--- config.mk ---
export PLATFORM = sky130hd
export DESIGN_NAME = mux_n_reg
export DESIGN_NICKNAME = d
export VERILOG_FILES = /design/src/rtl/mux_n_reg.sv
export SDC_FILE = /design/constraint.sdc
export NUM_CORES = 1
export LEC_CHECK = 0
export BUFFER_PORTS_ARGS = -buffer_cell sky130_fd_sc_hd__buf_2
export CORE_ASPECT_RATIO = 1.4
export CORE_MARGIN = 1
export CORE_UTILIZATION = 30
export CTS_CLUSTER_SIZE = 12
export DETAILED_ROUTE_END_ITERATION = 8
export SYNTH_ARGS = -nofsm -noshare
export SYNTH_HDL_FRONTEND = slang
export SYNTH_SLANG_ARGS = --single-unit
export TNS_END_PERCENT = 30
--- constraint.sdc ---
create_clock -name clk -period 2.3 [get_ports clk]
set_input_delay 0.23 -clock clk [delete_from_list [all_inputs] [get_ports clk]]
set_output_delay 0.23 -clock clk [all_outputs]
set_load 0.005 [all_outputs]
--- src/rtl/mux_n_reg.sv ---
`default_nettype none
// +----------------------------------------------------------------------------+
// | mux_n_reg: registered N:1 W-bit mux with valid/ready on every channel and   |
// | explicit-select or round-robin grant. Optional out_par: MUX_N_REG_PARITY_EN |
// | Revision: 1.0                                                              |
// +----------------------------------------------------------------------------+
module mux_n_reg #(
  parameter  int W  = 32,
  parameter  int N  = 4,
  localparam int SW = $clog2(N)
) (
  input  logic           clk,
  input  logic           rst_n,
  input  logic           mode,
  input  logic [SW-1:0]  sel,
  input  logic [N*W-1:0] in_data,
  input  logic [N-1:0]   in_valid,
  output logic [N-1:0]   in_ready,
  output logic [W-1:0]   out_data,
  output logic [SW-1:0]  out_ch,
`ifdef MUX_N_REG_PARITY_EN
  output logic           out_par,
`endif
  output logic           out_valid,
  input  logic           out_ready
);

  localparam logic [SW:0]   c_N_EXT   = SW'(N) == '0 ? {1'b1, {SW{1'b0}}} : {1'b0, SW'(N)};
  localparam logic [SW-1:0] c_RR_INIT = SW'(N - 1);

  logic           out_valid_q, out_valid_d;
  logic [W-1:0]   out_data_q,  out_data_d;
  logic [SW-1:0]  out_ch_q,    out_ch_d;
  logic [SW-1:0]  rr_ptr_q,    rr_ptr_d;
  logic           out_par_q,   out_par_d;

  logic           w_ld;
  logic           w_sel_valid;
  logic [SW-1:0]  w_gnt;
  logic           w_gnt_v;
  logic           w_xfer;
  logic [W-1:0]   w_sel_data;

  assign w_ld = !out_valid_q || out_ready;

  // Looped lookup keeps an out-of-range sel from indexing past in_valid.
  always_comb begin : p_sel_valid
    w_sel_valid = 1'b0;
    for (int i = 0; i < N; i++) begin
      if (sel == SW'(i)) begin
        w_sel_valid = in_valid[i];
      end
    end
  end

  always_comb begin : p_grant
    int idx;
    w_gnt   = '0;
    w_gnt_v = 1'b0;
    idx     = 0;
    if (!mode) begin
      w_gnt   = sel;
      w_gnt_v = ({1'b0, sel} < c_N_EXT) && w_sel_valid;
    end else begin
      // Search upward from the channel after the last winner, wrapping.
      for (int k = 1; k <= N; k++) begin
        idx = (int'(rr_ptr_q) + k) % N;
        if (!w_gnt_v && in_valid[idx]) begin
          w_gnt_v = 1'b1;
          w_gnt   = SW'(idx);
        end
      end
    end
  end

  generate
    for (genvar i = 0; i < N; i++) begin : g_ready
      assign in_ready[i] = w_ld && w_gnt_v && (w_gnt == SW'(i));
    end
  endgenerate

  // w_gnt_v implies in_valid[w_gnt], so a granted, loadable beat is a transfer.
  assign w_xfer = w_ld && w_gnt_v;

  always_comb begin : p_data_mux
    w_sel_data = '0;
    for (int i = 0; i < N; i++) begin
      if (w_gnt == SW'(i)) begin
        w_sel_data = in_data[i*W +: W];
      end
    end
  end

  always_comb begin : p_next
    out_valid_d = out_valid_q;
    out_data_d  = out_data_q;
    out_ch_d    = out_ch_q;
    out_par_d   = out_par_q;
    rr_ptr_d    = rr_ptr_q;
    if (w_ld) begin
      out_valid_d = w_xfer;
      if (w_xfer) begin
        out_data_d = w_sel_data;
        out_ch_d   = w_gnt;
        out_par_d  = ^w_sel_data;
      end
    end
    if (w_xfer && mode) begin
      rr_ptr_d = w_gnt;
    end
  end

  always_ff @(posedge clk or negedge rst_n) begin : p_regs
    if (!rst_n) begin
      out_valid_q <= 1'b0;
      out_data_q  <= '0;
      out_ch_q    <= '0;
      out_par_q   <= 1'b0;
      rr_ptr_q    <= c_RR_INIT;
    end else begin
      out_valid_q <= out_valid_d;
      out_data_q  <= out_data_d;
      out_ch_q    <= out_ch_d;
      out_par_q   <= out_par_d;
      rr_ptr_q    <= rr_ptr_d;
    end
  end

  assign out_valid = out_valid_q;
  assign out_data  = out_data_q;
  assign out_ch    = out_ch_q;

`ifdef MUX_N_REG_PARITY_EN
  assign out_par = out_par_q;
`else
  logic w_par_unused;
  assign w_par_unused = out_par_q;
`endif

endmodule
`default_nettype wire

# Yosys cells after proc, flatten, opt, wreduce, memory -nomap -nowiden
# Index checks and enable logic that the tools add are counted.
[op_classes] addsub=4 order_cmp=4 n_eq_ne=6 muxes=33 bitwise_logic=4 n_reduce_logical=21
[op_table] cell="$mux W32" count=4
[op_table] cell="$mux W1" count=20
[op_table] cell="$lt A3 B4 Y1 const B" count=4
[op_table] cell="$mux W2" count=5
[op_table] cell="$logic_and A1 B1 Y1" count=9
[op_table] cell="$bmux W1 S2" count=4
[op_table] cell="$eq A2 B2 Y1 const B" count=4
[op_table] cell="$reduce_or A2 Y1" count=4
[op_table] cell="$add A2 B1 Y2 const B" count=2
[op_table] cell="$add A2 B2 Y2 const B" count=2
[op_table] cell="$and A1 B1 Y1 const A" count=4
[op_table] cell="$eq A2 B1 Y1 const B" count=2
[op_table] cell="$logic_not A1 Y1" count=4
[op_table] cell="$logic_not A2 Y1" count=2
[op_table] cell="$reduce_and A2 Y1" count=1
[op_table] cell="$logic_or A1 B1 Y1" count=1
[word_totals] regBits=37 output_inout_bits=39

# Longest topological paths before layout
# Gate-level depths: netlist (run 1).
[logic_depth] ltp_word=25 depth_mapped=8 depth_no_buf=5

# Worst setup path after synthesis (run 1)
# OpenSTA, ideal clock, no wires.
[synth_timing] kind="reg2out" from="reg rr_ptr_q[1]" to="out in_ready[1]" arrival_ns=1.774 required_time_ns=2.070 setup_slack_ns=0.296 stages_incl_launch_ff=9 cell_sequence="dfstp_2 buf_2 mux2i_1 or2_2 a31oi_1 o21a_1 buf_2 buf_4 nor2b_1"
[synth_between] elab_chain_cells=20 elab_cells_between_ends=38 classes_between="add/sub: 4; eq/ne: 1; mux: 25; reduce/logical: 8"
[synth_lines] item="start, declared" line="34" source="logic [SW-1:0] rr_ptr_q, rr_ptr_d;"
[synth_lines] item="start signal, assigned" line="119" source="rr_ptr_q <= c_RR_INIT;"
[synth_lines] item="start signal, assigned" line="125" source="rr_ptr_q <= rr_ptr_d;"
[synth_lines] item="$add A2 B1 Y2" line="67" source="idx = (int'(rr_ptr_q) + k) % N;"
[synth_lines] item="$bmux W1 S2" line="68" source="if (!w_gnt_v && in_valid[idx]) begin"
[synth_lines] item="$mux W1 (implied by the code) (2 in a row)" line="68"
[synth_lines] item="$mux W1" line="68"
[synth_lines] item="$mux W1" line="61" source="if (!mode) begin"
[synth_lines] item="$logic_not A1 Y1" line="68"
[synth_lines] item="$logic_and A1 B1 Y1" line="68"
[synth_lines] item="$mux W1" line="68"
[synth_lines] item="[3 not listed]"
[synth_lines] item="$mux W1" line="68"
[synth_lines] item="$mux W1" line="61"
[synth_lines] item="$logic_not A1 Y1" line="68"
[synth_lines] item="$logic_and A1 B1 Y1" line="68"
[synth_lines] item="$mux W2 / $mux W1 (equally long branches)" line="68"
[synth_lines] item="$mux W2 / $mux W1 (equally long branches)" line="61"
[synth_lines] item="$eq A2 B1 Y1 / $logic_and A1 B1 Y1 (equally long branches)" line="78" source="assign in_ready[i] = w_ld && w_gnt_v && (w_gnt == SW'(i));"
[synth_lines] item="$logic_and A1 B1 Y1 (*)" line="78"
[synth_lines] item="end, declared" line="18" source="output logic [N-1:0] in_ready,"
# Every way passes the cells marked *; elsewhere a longest branch is shown, timed or not. The select of a mux whose other input is x is not followed.

# Worst setup path after layout (run 1)
[layout_timing] from="reg rr_ptr_q[1]" to="out in_ready[2]"
[layout_between] elab_chain_cells=20 elab_cells_between_ends=38 classes_between="add/sub: 4; eq/ne: 1; mux: 25; reduce/logical: 8"
[layout_lines] item="$add A2 B1 Y2" line="67"
[layout_lines] item="$bmux W1 S2" line="68"
[layout_lines] item="$mux W1 (implied by the code) (2 in a row)" line="68"
[layout_lines] item="$mux W1" line="68"
[layout_lines] item="$mux W1" line="61"
[layout_lines] item="$logic_not A1 Y1" line="68"
[layout_lines] item="$logic_and A1 B1 Y1" line="68"
[layout_lines] item="$mux W1" line="68"
[layout_lines] item="[3 not listed]"
[layout_lines] item="$mux W1" line="68"
[layout_lines] item="$mux W1" line="61"
[layout_lines] item="$logic_not A1 Y1" line="68"
[layout_lines] item="$logic_and A1 B1 Y1" line="68"
[layout_lines] item="$mux W2 / $mux W1 (equally long branches)" line="68"
[layout_lines] item="$mux W2 / $mux W1 (equally long branches)" line="61"
[layout_lines] item="$eq A2 B2 Y1 / $logic_and A1 B1 Y1 (equally long branches)" line="78"
[layout_lines] item="$logic_and A1 B1 Y1 (*)" line="78"
# Marks and branches as above.

==> flow_summary.ini, run 1 <==
[synthesis]
synth_edf_count = 0
synthesis.area_um2 = 2630
yosys-top-cells-area = dfrtp_1 (33%), mux2i_1 (25%), a221oi_2 (16%)
ys_types = 38
ys_warn_count = 0
yosysSeqAreaShare = 0.352
synth.largest_area_cell = dfrtp_1
async_reset_ff_frac = 1.00
synth_flop_cell = dfrtp_1
synth_nets = 366
syn_inst = 228
ys_ff_latch = 37
yosysTopAreaCellShare = 0.333
syn_area_per_cell_um2 = 11.6

[finish]
area_growth_pct = 44.1
layout-drive-gt1-share = 0.584
nets = 543
layout.cells.non_filler = 509
diodes = 0

[routing]
firstDrtPassIters = 6
ant_nets = 0
drt_iter0_drc = 76
drc_errors = 0
routed_wl_mm = 7.16
wl_per_cell_um = 14.1
avgViaCountPerCell = 4.94
vias = 2513

[timing]
worst_slack_ns = 0.0696
hold_slack_ns = 0.0708
max_slew_margin = 0.423
hold_viol_final = 0
period_needed_ns = 2.23
rsz0062_at_grt = false
fmax_ghz = 0.448
setup-tns-final_ns = 0
slew_viol_final = 0
tightest_slew_ns = 0.866
fin_crit_sh = 0.970
skew_ns = 0.00411
setup_viol = 0

[min_path]
hold_class = in2async

[placement]
port_buffers = 176
placedCellCount = 497
gp_congestion = 0.737
post-place-ws_ns = 0.131
hpwlAfterDp_mm = 5.37

[worst_setup_path]
reg2reg_depth = 7
critPathLaunch = rr_ptr_q[1]
crit_chain = and3b_1 > a211oi_2 > o311ai_4 > buf_12 > and2_1 > buf_2
end_kind = primary output
crit_type = reg2out
required_ns = 2.07
cpPeakStageDelay_ns = 0.61
crit_end = in_ready[2]
timing.rr.end = out_data[22]
critPathSlowestCell = dfstp_2
path_buf_inv = 2
ff2ff_setup_slack_ns = 0.14
worst-path-stages = 6
crit_family = flip-flops
reg2reg_from = rr_ptr_q[1]
crit_path_max_fanout = 10
cp.arrival_ns = 2.00
start_kind = register

[global_routing]
first_global_vias = 2355
antenna_found_initial = 0
grt_max_degree = 38
met1_usage = 0.171
grt_pass1_wl_mm = 10.8
globalRouteMet3Util = 0.0234
grt_util_all_layers = 0.151
met2_usage = 0.277
grt-ovfl-total = 0
busiest_layer = met2

[die]
io_pins = 177
die_w_um = 81.2
rows = 40
initial_core_util = 0.308
die_h_um = 113
die_area_um2 = 9160
core_region_area_um2 = 8560

[clock_tree]
htreeDepth = 2
root_buffer = clkbuf_16
worstSkewPairLatency_ns = 0.27
clk_pin_slew_ns = 0.05
numClockSinks = 37
clockBufferDepth = 2
numCtsBuffers = 5
tritoncts = yes

[power_and_ir_drop]
peakVddDrop_mv = 0.317
powerDensity_nw_per_um2 = 780
p_leak_nw = 1.90

[job]
max_cap_violations = 0

[status]
status = complete, no violations
==> per-layer routing <==
metal	wire, um	up-vias
met5	0	-
met2	3760	105
li1	-	1230
met4	129	0
met3	392	12
met1	2880	1166
==> how the worst min path moves through the flow <==
stage                   endpoint  slack (ns)  startpoint
finish               out_data[8]        0.07       rst_n
global route         out_data[0]        0.14       rst_n
CTS                  out_data[8]        0.11       rst_n
detailed placement   out_data[8]        0.40       rst_n
global placement    out_data[10]        0.37       rst_n
floorplan              out_ch[0]       -0.07       rst_n
==> where the power goes <==
| part | total [mW] | switching (mW) | internal, mW | leakage [nW] |
|---|---|---|---|---|
| combinational | 1.33 | 0.633 | 0.698 | 1.42 |
| clock | 0.629 | 0.242 | 0.387 | 0.0655 |
| sequential | 1.00 | 0.123 | 0.877 | 0.410 |
| total | 2.96 | 0.997 | 1.96 | 1.90 |
==> timing repair <==
item	CTS	global route
endpoints found under the setup margin	3	4
setup buffers	0	5
pin swaps	0	2
gates resized for setup	1	0
endpoints found under the hold margin	0	0
hold buffers	0	0
gates cloned	0	1
==> synthesized netlist by cell type, types with 2 or more instances <==
cell and instances:
buf_8 3, and3b_1 2, nor2b_1 2, and2_1 2, a221oi_2 28, mux2i_1 66, nand2b_1 2, dfrtp_1 35
buf_2 5, o21a_1 2, dfstp_2 2, nor2_1 37, nand2_1 4, a21oi_1 2, buf_6 3, buf_4 4
a221oi_1 4, mux2_2 3, clkbuf_1 3
==> cell type report <==
class	count	area, um^2
fillers	843	4760
multi-input cells	171	1560
repair buffers	189	1050
flip-flops and latches	37	928
well taps	105	131
clock buffers	5	125
clock inverters	1	5.00
inverters	1	3.75
==> sequential cells by signal (all words and copies together) (netlist names) <==
signal and cells:
out_data 32, out_valid 1, rr_ptr_q 2, out_ch 2
==> stage by stage <==
stage,total power [mW],cell area (um^2),util
after CTS,2.95,3720,0.435
final,2.96,3790,0.443
after global routing,3.17,3790,0.443
after global placement,2.27,3580,0.419
after detailed placement,2.29,3580,0.419
after floorplan,1.84,2630,-
==> logic make-up after synthesis <==
logic type             after synthesis  synth area share
and+or+nand+nor                     57             0.100
DFF                                 37             0.352
buffers and inverters               20            0.0641
AOI/OAI and AO/OA                   44             0.211
muxes                               70             0.272
==> cell usage in the layout (no fill, tap or decap), drive strengths merged, types with 2 or more instances in the layout <==
master,count
a21oi,2
a221oi,32
and2,2
and3b,2
buf,188
clkbuf,6
dfrtp,35
dfstp,2
mux2,3
mux2i,66
nand2,4
nand2b,2
nor2,38
nor2b,2
o21a,2
==> worst register-to-register path, cell delays in order, from the launching register on <==
cell and delay, ns:
dfstp_2 0.61, and3b_1 0.21, a211oi_2 0.06, o311ai_4 0.43, buf_4 0.20, clkbuf_16 0.19
mux2i_1 0.10, a221oi_2 0.27
Power figures use the tool's default switching activity.
==> run 2: changes to the inputs <==
- CORE_UTILIZATION: 30 -> 42
- PLACE_DENSITY: unset -> 0.81
==> run 2 against run 1 <==
  * Hold slack lost 0.035 ns
  * Via count grew 0.99%
  * Critical path type unchanged
  * Core utilization grew 18 points
  * Global-route usage grew 6.0 points
==> flow_summary.ini, run 2 (synthesis results as in run 1) <==
[finish]
area_growth_pct = 39.8
nets = 544
layout.cells.non_filler = 477
diodes = 0
final_common_cell = buf_2
layout-drive-gt1-share = 0.585
largest_reg_flops = 32
layout_common_cells = buf_2 (176), mux2i_1 (66), nor2_1 (37)
final_core_util = 0.619

[clock_tree]
clockBufferDepth = 2
worstSkewPairLatency_ns = 0.28
tritoncts = yes
hold_buffers = 0
clk_pin_slew_ns = 0.07
numCtsBuffers = 5
root_buffer = clkbuf_8
numClockSinks = 37
htreeDepth = 2

[timing]
period_needed_ns = 2.21
fin_crit_sh = 0.960
tightest_slew_ns = 0.836
setup_viol = 0
max_slew_margin = 0.443
worst_slack_ns = 0.0928
hold_viol_final = 0
fmax_ghz = 0.453
slew_viol_final = 0
skew_ns = 0.00613

[worst_setup_path]
start_kind = register
end_kind = primary output
critPathLaunch = rr_ptr_q[1]
required_ns = 2.07
crit_path_max_fanout = 9
timing.rr.end = out_data[3]
crit_type = reg2out
critPathSlowestCell = dfstp_2
crit_end = in_ready[2]
cpPeakStageDelay_ns = 0.61
ff2ff_setup_slack_ns = 0.11
reg2reg_from = rr_ptr_q[1]
crit_chain = o21ai_0 > a211oi_2 > o311ai_4 > buf_12 > and2_1 > buf_2
cp.arrival_ns = 1.98
reg2reg_depth = 6

[die]
die_h_um = 95.7
rows = 33
die_area_um2 = 6600
initial_core_util = 0.443
core_region_area_um2 = 5950
die_w_um = 68.9
io_pins = 177

[routing]
wl_per_cell_um = 15.2
avgViaCountPerCell = 5.32
firstDrtPassIters = 6
drt_iter0_drc = 68
drc_errors = 0
vias = 2538
ant_nets = 0
routed_wl_mm = 7.26

[power_and_ir_drop]
seq_power_share = 0.366
p_int_mw = 1.77
p_leak_nw = 1.87
switching_share = 0.357
clkPwrFrac = 0.157
combinationalPowerShare = 0.477
powerDensity_nw_per_um2 = 747
peakVddDrop_mv = 0.437
p_sw_mw = 0.982

[global_routing]
grt-ovfl-total = 0
grt_util_all_layers = 0.211
first_global_vias = 2392
grt_max_degree = 38
antenna_found_initial = 0
grt_pass1_wl_mm = 10.5

[placement]
gp_congestion = 0.807
port_buffers = 176
hpwlAfterDp_mm = 5.40
placedCellCount = 462
post-place-ws_ns = 0.0318

[status]
status = complete, no violations

[min_path]
hold_class = in2async

[job]
max_cap_violations = 0
==> run 2: layout make-up <==
| cell class | count | area, um^2 |
|---|---|---|
| clock buffers | 6 | 72.6 |
| multi-input cells | 171 | 1560 |
| flip-flops and latches | 37 | 928 |
| clock inverters | 2 | 10.0 |
| fillers | 518 | 2260 |
| repair buffers | 190 | 1020 |
| well taps | 70 | 87.6 |
| inverters | 1 | 3.75 |
==> run 2: worst min path at each step <==
stage / to / start / slack, ns
finish: out_data[17] / rst_n / 0.04
global route: out_data[19] / rst_n / 0.12
CTS: out_data[17] / rst_n / 0.07
detailed placement: out_data[17] / rst_n / 0.40
global placement: out_data[17] / rst_n / 0.38
floorplan: out_ch[0] / rst_n / -0.07
==> run 2: worst max-delay path: cells and delay by family (launching register included) <==
kind	cells	cell delay, ns
AOI/OAI and AO/OA	3	0.66
DFF	1	0.61
buffers and inverters	2	0.29
and+or+nand+nor	1	0.13
==> run 2: metrics by stage <==
stage	hold slack [ns]	instance area, um^2	total power, mW	setup TNS [ns]
2_1_floorplan	-0.0656	2630	1.84	0
3_3_place_gp	0.375	3520	2.23	0
3_5_place_dp	0.396	3520	2.28	0
4_1_cts	0.0745	3600	2.72	0
5_1_grt	0.119	3680	2.96	-0.0351
6_report	0.0361	3680	2.75	0
==> run 2: per-layer routing <==
metal	up-vias	track usage	wire length [um]
li1	1226	-	-
met1	1206	0.230	2720
met2	100	0.403	4000
met3	6	0.0403	483
met4	0	0.0476	57
met5	-	0	0
==> run 2: repair_timing <==
| action | in CTS | in global routing |
|---|---|---|
| setup buffers | 0 | 6 |
| setup endpoints to repair | 0 | 21 |
| endpoints found under the hold margin | 0 | 0 |
| gates resized for setup | 0 | 4 |
==> run 2: power groups by stage <==
stage	Combinational, mW	Clock (mW)	Sequential (mW)
floorplan	0.818	0	1.02
global placement	1.22	0	1.01
detailed placement	1.26	0	1.01
CTS	1.26	0.453	1.01
global route	1.44	0.484	1.04
finish	1.31	0.431	1.01
